<file path="config.mk">
export PLATFORM = sky130hd
export DESIGN_NAME = barrel_shifter
export DESIGN_NICKNAME = d
export VERILOG_FILES = /design/src/rtl/barrel_shifter.sv
export SDC_FILE = /design/constraint.sdc
export NUM_CORES = 1
export LEC_CHECK = 0
export CAP_MARGIN = 20
export CORE_MARGIN = 5
export CORE_UTILIZATION = 35
export DETAILED_ROUTE_END_ITERATION = 7
export PLACE_DENSITY_LB_ADDON = 0.05
export SYNTH_ARGS = -nofsm -noshare
export SYNTH_HDL_FRONTEND = slang
export SYNTH_SLANG_ARGS = --single-unit
</file>
<file path="constraint.sdc">
create_clock -name clk_i -period 0.8 [get_ports clk_i]
set_input_delay 0.16 -clock clk_i [delete_from_list [all_inputs] [get_ports clk_i]]
set_output_delay 0.16 -clock clk_i [all_outputs]
set_load 0.005 [all_outputs]
</file>
<file path="src/rtl/barrel_shifter.sv">
// Logarithmic left barrel shifter with a registered result.
//
// The shift amount is decoded one bit per stage: stage k moves the data left
// by 2^k positions when sel_i[k] is set and passes it through otherwise.
// Each stage fills the vacated LSBs with zeros, so the block is a logical
// shift, not a rotate. The last stage feeds the output register, which gives
// exactly one cycle of latency and no combinational path to dout_o.
//
// Ports:
//   clk_i   system clock, rising-edge active
//   rst_i   asynchronous, active-high reset; clears dout_o at once
//   din_i   data to be shifted (Width bits)
//   sel_i   unsigned shift amount, 0 .. Width-1 (SelW bits)
//   dout_o  registered (din_i << sel_i), truncated to Width bits
module barrel_shifter #(
  parameter int unsigned Width = 8,          // power of two, minimum 2
  parameter int unsigned SelW  = $clog2(Width)
) (
  input  logic             clk_i,
  input  logic             rst_i,
  input  logic [Width-1:0] din_i,
  input  logic [SelW-1:0]  sel_i,
  output logic [Width-1:0] dout_o
);

  // stage[0] is the raw input; stage[SelW] is the fully shifted value.
  logic [Width-1:0] stage [SelW+1];
  logic [Width-1:0] dout_d;
  logic [Width-1:0] dout_q;

  assign stage[0] = din_i;

  for (genvar k = 0; k < SelW; k++) begin : g_stage
    // 2^k never exceeds Width/2, so the kept slice is always non-empty.
    localparam int unsigned Amt = 2 ** k;

    assign stage[k+1] = sel_i[k] ? {stage[k][Width-1-Amt:0], {Amt{1'b0}}} : stage[k];
  end

  assign dout_d = stage[SelW];

  always_ff @(posedge clk_i or posedge rst_i) begin
    if (rst_i) begin
      dout_q <= '0;
    end else begin
      dout_q <= dout_d;
    end
  end

  assign dout_o = dout_q;

endmodule

</file>
==> impl_summary.log <==
INFO  metric critical-path-max-stage-delay = about 470 ps
INFO  metric die_area = 2205 um^2
INFO  metric failed_checks = setup timing
INFO  metric start_util = 36.73%
INFO  metric clock_net_sink_count = 8
INFO  metric max_cap_viol_count = 0
INFO  metric grt_util_all_layers = 11.84%
INFO  metric die_width = around 47 um
INFO  metric synth_nets = 50
INFO  metric vdd.ir_drop.worst = 0.4835 mV
INFO  metric io_pins = 21
INFO  metric max_freq = 1070 MHz
INFO  metric crit_arrival = 1050 ps
INFO  metric largest_reg_flops = 8
INFO  metric grt_setup_unrepaired = yes
INFO  metric cp_cell_sequence = buf_12 > mux2_4 > mux4_2
INFO  metric synth_warnings = 0
INFO  metric synth_cell_types = 19
INFO  metric critical_path_sink_type = flip-flop
INFO  metric drt-pass1-iter-count = 4
INFO  metric max_slew.worst_pin.slew = between 200 and 300 ps
INFO  metric setup_ws = -134.2 ps
INFO  metric static-leakage-power = 0.3637 nW
INFO  metric tritoncts.num_buffers = 3
INFO  metric yosys.area_share.simple = 9.948%
INFO  metric rows = 13
INFO  metric grt_start_max_net_pins = 9
INFO  metric outcome = finished, violations left
INFO  metric crit_fanout = 7
INFO  metric hold_path_class = input port to asynchronous set/reset pin
INFO  metric tritoncts = yes
INFO  metric required_arrival_time_at_the_worst_endpoint = 910 ps
INFO  metric route.antenna.remaining_nets = 0
INFO  metric drt_wl_total = 1057 um
INFO  metric ys_ff_latch = 8
INFO  metric hold-worst-slack = 149.4 ps
INFO  metric post-dp-hpwl = 911.5 um
INFO  metric power_per_cell_area = 1407 nW/um^2
INFO  metric synthesis.instances = 37
INFO  metric area_growth = 49.74%
INFO  metric die_h = approximately 47 um
INFO  metric avgSynthCellArea = 12.92 um^2
INFO  metric syn-cell-area = 478.0 um^2
INFO  metric detailroute.via_count = just over 400
INFO  metric clock-root-buffer = clkbuf_4
INFO  metric synth-adder-area-share = 0%
INFO  metric comb_power_share = 27.9%
INFO  metric floorplan.core_area = 1301 um^2
INFO  metric gp_routability_congestion = 0.7711
INFO  metric synth_top_family_by_area = multiplexers
INFO  metric wl_per_cell = 13.05 um
INFO  metric drcViolationCount = 0
INFO  metric synth-seq-area-share = about two fifths
INFO  metric htree_levels = 1
INFO  metric timing.final.max_slew_violations = 0
INFO  metric port_buffers = 20
INFO  metric power.switching_fraction = 22.72%
INFO  metric cp-start-kind = input port
INFO  metric synth_xor_area_share = 0%
INFO  metric antenna_violations_before_repair = 0
INFO  metric fin_tns_setup = -917.5 ps
INFO  metric grt_pass1_vias = approximately 450
INFO  metric avgViaCountPerCell = a little over 5
INFO  metric crit_path_top_delay_cell = mux4_2
INFO  metric cellInternalPower = 0.7781 mW
INFO  metric layout.cells.most_common = buf_2
INFO  metric dr.first_iter.drc_count = 1
INFO  metric fin_crit = 934.2 ps
INFO  metric total_gr_overflow = 0
INFO  metric grt_first_pass_wirelength = 1780 um
INFO  metric ctsLongestPathBuffers = 2
INFO  metric worst_setup_hold_path_clk_slew = around 50 ps
INFO  metric critical_path_class = input port to flip-flop
INFO  metric finalHoldViolCount = 0
INFO  metric diodes = 0
INFO  metric clkPwrFrac = approximately 28%
INFO  metric finalCritPeriodShare = 116.8%
INFO  metric most-common-layout-cells = 17 x buf_2, 8 x dfrtp_1, 7 x buf_4
INFO  metric final_nets = 81
INFO  metric synthMuxAreaShare = 34.03%
INFO  metric worst_slew_margin_relative_to_its_limit = 81.72%
INFO  metric power_switching = 0.2288 mW
INFO  metric synth_compound_area_share = 8.901%
INFO  metric drive_above_1_share = 60.61%
INFO  metric setup_viol = 11
INFO  metric sequentialPowerShare = roughly 44%
INFO  metric cts.repair_timing.setup_buffer_count = 0
-- cells in the mapped netlist --
master	n	share of area, %
and2b_2	1	1.8
mux2_4	3	9.4
mux2_2	2	4.7
a211oi_1	2	3.1
o21bai_1	1	1.6
mux2i_1	5	10
nor4b_1	1	1.8
o21ai_0	1	1.0
nor3_1	1	1.0
inv_1	1	0.78
nand3b_1	1	1.6
buf_6	1	2.4
nor2_1	1	0.78
nor3b_1	1	1.6
buf_2	2	2.1
mux4_2	2	9.4
nor2b_1	1	1.3
dfrtp_1	8	42
o21a_1	2	3.1
-- what timing repair did --
item                       4_1_cts  5_1_grt
resized for setup               79        2
pin swaps                        0        1
hold buffers                     0        0
setup endpoints to repair       16       12
-- through the flow --
step	instance area, um^2	setup WS [ps]	std cells	utilization (%)	power (mW)
floorplan	493.0	-338.5	37	-	0.5978
global placement	747.0	-951.0	78	57.40	0.7656
detailed placement	747.0	-994.7	78	57.40	0.7744
CTS	718.2	-119.7	81	55.19	1.028
global route	715.7	-134.4	81	55.00	1.074
finish	715.7	-134.2	81	55.00	1.007
-- power groups by stage --
stage	registers, mW	clock network (mW)	logic (mW)
final	0.445	0.281	0.281
after global routing	0.448	0.320	0.307
after CTS	0.445	0.299	0.284
after detailed placement	0.453	0	0.321
after global placement	0.452	0	0.313
after floorplan	0.458	0	0.140
-- metal layers --
layer / up-vias / track usage [%] / wire (um)
met1: 196 / 11.56 / 394
met4: 0 / 7.735 / 0
li1: 194 / - / -
met5: - / 0 / 0
met3: 0 / 3.831 / 104
met2: 18 / 21.14 / 558
-- path summary, 6_finish.rpt --
path / startpoint / end / slack, ps / cells past startpoint
worst max-delay path: sel_i[2] / dout_o[7]$_DFF_PP0_ / -130 / 3
worst min-delay path: rst_i / dout_o[6]$_DFF_PP0_ / 150 / 2
max in group asynchronous: rst_i / dout_o[0]$_DFF_PP0_ / 430 / 2
min in group clk_i: sel_i[2] / dout_o[2]$_DFF_PP0_ / 220 / 3
-- cell type report --
| type | count | area, um^2 |
|---|---|---|
| fill | 131 | 585.6 |
| multi-input combinational | 25 | 270.3 |
| sequential | 8 | 200.2 |
| timing repair buffer | 29 | 200.2 |
| clock buffer | 3 | 22.52 |
| tap | 15 | 18.77 |
| inverter | 1 | 3.754 |
-- logic make-up (layout without fill, tap and decap cells) --
group | after synthesis | count (layout)
and+or+nand+nor | 7 | 7
AOI/OAI and AO/OA | 6 | 6
buffers and inverters | 4 | 33
DFF | 8 | 8
muxes | 12 | 12
-- critical path, delay by kind of cell --
kind | cells | cell delay, ps
buffers and inverters | 1 | 110
muxes | 2 | 780
(Power assumes the default switching activity.)
